File: src/rtl/mem_copy_engine_pkg.sv
// Shared definitions for the memory copy/fill engine: default widths,
// command mode encoding and the controller state encoding.
package mem_copy_engine_pkg;

    localparam int DEF_DATA_W = 32;
    localparam int DEF_ADDR_W = 6;
    localparam int LEN_W      = DEF_ADDR_W + 1;

    localparam logic MODE_COPY = 1'b0;
    localparam logic MODE_FILL = 1'b1;

    typedef enum logic [2:0] {
        ST_IDLE,
        ST_RD,
        ST_WR,
        ST_FILL,
        ST_DONE
    } state_e;

endpackage

File: src/rtl/mem_copy_engine.sv
// Copy/fill engine mastering a single-port synchronous scratch memory.
// Copies alternate one read and one write per word; fills write one word per cycle.
module mem_copy_engine
    import mem_copy_engine_pkg::*;
#(
    parameter int DATA_W = DEF_DATA_W,
    parameter int ADDR_W = DEF_ADDR_W
) (
    input  logic              clk,
    input  logic              reset,
    input  logic              start,
    input  logic              mode,
    input  logic [ADDR_W-1:0] src_addr,
    input  logic [ADDR_W-1:0] dst_addr,
    input  logic [ADDR_W:0]   len,
    input  logic [DATA_W-1:0] fill_data,
    output logic              busy,
    output logic              done,
    output logic [ADDR_W-1:0] mem_addr,
    output logic [DATA_W-1:0] mem_din,
    output logic              mem_wen,
    output logic              mem_ren,
    input  logic [DATA_W-1:0] mem_dout
);

    localparam int LW = ADDR_W + 1;

    state_e            state_q, state_d;
    logic [LW-1:0]     idx_q, idx_d;
    logic              mode_q;
    logic [ADDR_W-1:0] src_q, dst_q;
    logic [LW-1:0]     len_q;
    logic [DATA_W-1:0] fill_q;
    logic              cmd_load;

    logic [LW-1:0]     idx_nxt;
    logic              last;
    logic [ADDR_W-1:0] src_cur, dst_cur;

    // Index is one bit wider than an address so len=64 terminates; the
    // address sums drop that bit and wrap around the memory.
    assign idx_nxt = idx_q + LW'(1);
    assign last    = (idx_nxt == len_q);
    assign src_cur = src_q + idx_q[ADDR_W-1:0];
    assign dst_cur = dst_q + idx_q[ADDR_W-1:0];

    always_ff @(posedge clk) begin
        if (reset) begin
            state_q <= ST_IDLE;
            idx_q   <= '0;
            mode_q  <= MODE_COPY;
            src_q   <= '0;
            dst_q   <= '0;
            len_q   <= '0;
            fill_q  <= '0;
        end else begin
            state_q <= state_d;
            idx_q   <= idx_d;
            if (cmd_load) begin
                mode_q <= mode;
                src_q  <= src_addr;
                dst_q  <= dst_addr;
                len_q  <= len;
                fill_q <= fill_data;
            end
        end
    end

    always_comb begin
        state_d  = state_q;
        idx_d    = idx_q;
        cmd_load = 1'b0;
        busy     = (state_q != ST_IDLE);
        done     = 1'b0;
        mem_addr = '0;
        mem_din  = '0;
        mem_wen  = 1'b0;
        mem_ren  = 1'b0;
        unique case (state_q)
            ST_IDLE: begin
                if (start) begin
                    cmd_load = 1'b1;
                    idx_d    = '0;
                    if (len == '0)              state_d = ST_DONE;
                    else if (mode == MODE_COPY) state_d = ST_RD;
                    else                        state_d = ST_FILL;
                end
            end
            ST_RD: begin
                mem_ren  = 1'b1;
                mem_addr = src_cur;
                state_d  = ST_WR;
            end
            ST_WR, ST_FILL: begin
                // Copy writes forward the word read in the previous cycle.
                mem_wen  = 1'b1;
                mem_addr = dst_cur;
                mem_din  = (mode_q == MODE_FILL) ? fill_q : mem_dout;
                idx_d    = idx_nxt;
                if (last)                   state_d = ST_DONE;
                else if (mode_q == MODE_FILL) state_d = ST_FILL;
                else                        state_d = ST_RD;
            end
            ST_DONE: begin
                done    = 1'b1;
                state_d = ST_IDLE;
            end
            default: state_d = ST_IDLE;
        endcase
    end

endmodule

File: config.mk
export PLATFORM = sky130hd
export DESIGN_NAME = mem_copy_engine
export DESIGN_NICKNAME = d
export VERILOG_FILES = /design/src/rtl/mem_copy_engine_pkg.sv /design/src/rtl/mem_copy_engine.sv
export SDC_FILE = /design/constraint.sdc
export NUM_CORES = 1
export LEC_CHECK = 0
export CAP_MARGIN = 25
export CORE_MARGIN = 2
export CORE_UTILIZATION = 47
export DETAILED_ROUTE_END_ITERATION = 10
export PLACE_DENSITY = 0.87
export SETUP_SLACK_MARGIN = 0.05
export SLEW_MARGIN = 5
export SYNTH_ARGS = -nofsm -noshare
export SYNTH_HDL_FRONTEND = slang
export SYNTH_SLANG_ARGS = --single-unit
File: constraint.sdc
create_clock -name clk -period 4.6 [get_ports clk]
set_input_delay 0.92 -clock clk [delete_from_list [all_inputs] [get_ports clk]]
set_output_delay 0.92 -clock clk [all_outputs]
set_load 0.05 [all_outputs]
==> flow_summary.yaml <==
cts:
  clk_transition_reported_paths_ns: 0.08
  htree_levels: 3
  postCtsSetupBuffers: 0
  clk_latency_ns: 0.34
  clk_root_buffer_cell: "clkbuf_8"
  clock_path_buffers: 2
  post_cts_resized: 0
  cts_tree: "done"
  cts_sinks: 62
  cts-hold-fix-buffers: 0
  cts_made_buffers: 9
synthesis:
  synth_edf_count: 0
  seq_area_frac_synth_pct: 38.42
  ys_warn_count: 0
  syn_nets: 532
  synth_area_um2: 3231
  ys_ff_latch: 62
  synth_adder_area_share_pct: 2.943
  syn-instance-count: 438
  synth_top_area_cell: "dfxtp_1"
  synthTopCellsByArea: "dfxtp_1, nand2_1, mux2i_1"
  synth.top_cell.area_share_pct: 38.42
  synthDistinctLibCells: 35
  synth-compound-area-share_pct: 13.44
  ys.flop_type: "dfxtp_1"
  yosys.area_share.simple_pct: 25.68
  synth_top_family_by_area: "simple AND/OR/NAND/NOR gates"
  avgSynthCellArea_um2: 7.376
  muxShareOfSynthArea_pct: 10.22
  async_flop_share_pct: 0
  synth_xor_xnor_area_share_pct: 4.067
worst_setup_path:
  rr_worst_depth: 6
  required_ns: 3.68
  crit_path_end_kind: "primary output"
  arrival_ns: 3.33
  cp-start-kind: "register"
  reg2reg_setup_slack_ns: 2.33
  crit_fanout: 21
  criticalPathCategory: "register to primary output"
grt:
  grt_remaining_overflow: 0
  grt_pass1_wl_mm: 14.12
  track_usage_pct: 23.54
  grt_start_max_net_pins: 61
  grt_antenna_before_repair: 0
  grt_pass1_vias: 3267
routing:
  route.detailed.drc: 0
  vias: 3331
  ant_nets: 0
  highest_layer: "met4"
  wl_per_cell_um: 13.85
  wl_met3_um: 463
  drt_wl_total_mm: 8.778
  wl_met2_mm: 4.641
  drt-initial-drc-count: 144
  drt-met1-wl_mm: 3.484
  vias_per_cell: 5.254
  dr.pass1.iters: 4
timing:
  fin_crit_ns: 4.252
  final_min_period_over_clock_period_pct: 92.44
  slew_viol_final: 0
  fmax_mhz: 235.2
  clock_skew_ns: 0.008748
  slew_headroom_pct: 28.42
  rsz0062_at_grt: "no"
  tightest_slew_ns: 1.074
  hold_viol: 0
  finalSetupViolCount: 0
  setup_tns_ns: 0
placed_design:
  dp_hpwl_mm: 6.185
  gp_congestion: 0.8348
  port-buffer-count: 128
  post_dp_cell_area_um2: 4489
outcome:
  status: "completed"
floorplan:
  dieArea_um2: 7552
  die_h_um: 86.91
  die-width_um: 86.91
  coreArea_um2: 6719
  initial_core_util_pct: 48.08
  ios: 129
  rows: 30
hold_path:
  hold_path.class: "register to register"
  hold_path_depth: 2
cells_and_area:
  area_growth_pct: 46.48
  drive_gt1_share_pct: 5.596
  mostFrequentLayoutCells: "nand2_1, clkdlybuf4s50_1, dfxtp_1"
  num-fill-cells: 534
  nNetsFinal: 643
  final_common_cell: "nand2_1"
  n_antenna_cell: 0
  post-route-cell-area_um2: 4732
power_and_ir_drop:
  power.leakage_nw: 1.829
  p_per_area_nw_per_um2: 489.4
  ir_drop_uv: 302.4
run:
  drv_cap: 0
-- cells by family (layout without fill, tap and decap cells) --
kind of cell | after synthesis | in the layout
flops | 62 | 62
simple gates | 204 | 204
fa+ha+maj | 7 | 7
mux | 33 | 33
buf+inv | 38 | 154
xor+xnor | 15 | 15
compound gates | 79 | 79
-- final timing paths --
path	startpoint	end
worst min register to register	src_q[4]	src_q[4]
worst min-delay path	src_q[4]	src_q[4]
worst max register to register	state_q[2]	idx_q[5]
worst max-delay path	state_q[2]	mem_addr[2]
-- synthesized netlist by cell type, types with 2 or more instances --
cell        n
and2_1      2
a21oi_1    60
o21ai_0     6
xnor2_1     9
a21o_1      3
clkbuf_1   11
xor2_1      6
nand3_1     5
buf_1       9
buf_4       5
mux2i_1    33
a22oi_1     3
nor2b_1     2
a31oi_1     2
inv_1       7
nor2_1     50
and3_1      3
buf_2       6
dfxtp_1    62
nand2_1   128
ha_1        6
nor3_1      7
-- final cells by class --
| cell class | instances | area (um^2) | share of cell area [%] |
|---|---|---|---|
| flip-flops and latches | 62 | 1242 | 26.26 |
| well taps | 80 | 100.1 | 2.115 |
| clock inverters | 7 | 98.84 | 2.089 |
| clock buffers | 9 | 123.9 | 2.618 |
| repair buffers | 131 | 1316 | 27.82 |
| multi-input cells | 338 | 1824 | 38.55 |
| inverters | 7 | 26.28 | 0.5553 |
-- report_power, final --
group          total [mW]  leakage [nW]  internal (mW)  switching, mW
sequential          0.714         0.508          0.629         0.0856
clock               0.532         0.109          0.306          0.226
combinational        1.07          1.21          0.396          0.673
-- per-stage QoR --
stage | hold slack [ns] | total power [mW] | std cells | setup WS [ns] | utilization [%]
final | 0.4577 | 2.316 | 634 | 0.3477 | 70.43
after global routing | 0.4775 | 2.449 | 634 | 0.1095 | 70.43
after CTS | 0.4592 | 2.327 | 633 | 0.3310 | 70.13
after detailed placement | 0.4485 | 1.794 | 617 | 0.7080 | 66.82
after global placement | 0.4420 | 1.746 | 616 | 0.8097 | 66.52
after floorplan | 0.4357 | 1.466 | 438 | 0.5956 | -
-- routing by layer --
layer | track usage [%] | vias to the layer above
li1 | - | 1665
met2 | 42.75 | 108
met5 | 0 | -
met3 | 5.782 | 21
met1 | 25.80 | 1537
met4 | 10.23 | 0
-- worst max-delay path, stage by stage (launching register included) --
cell and delay (ns):
dfxtp_1 0.36, nand2b_2 0.40, inv_1 0.40, nand2_1 0.11
nand2_1 0.08, ha_1 0.16, inv_1 0.06, fa_1 0.39
xor2_1 0.15, nor2_1 0.08, clkdlybuf4s50_1 0.80
-- flip-flops by register name, summed over array words and instances, names as in the netlist --
| signal | count |
|---|---|
| fill_q | 32 |
| idx_q | 7 |
| len_q | 7 |
| dst_q | 6 |
| src_q | 6 |
| state_q | 3 |
| mode_q | 1 |
Power figures use the tool's default switching activity.
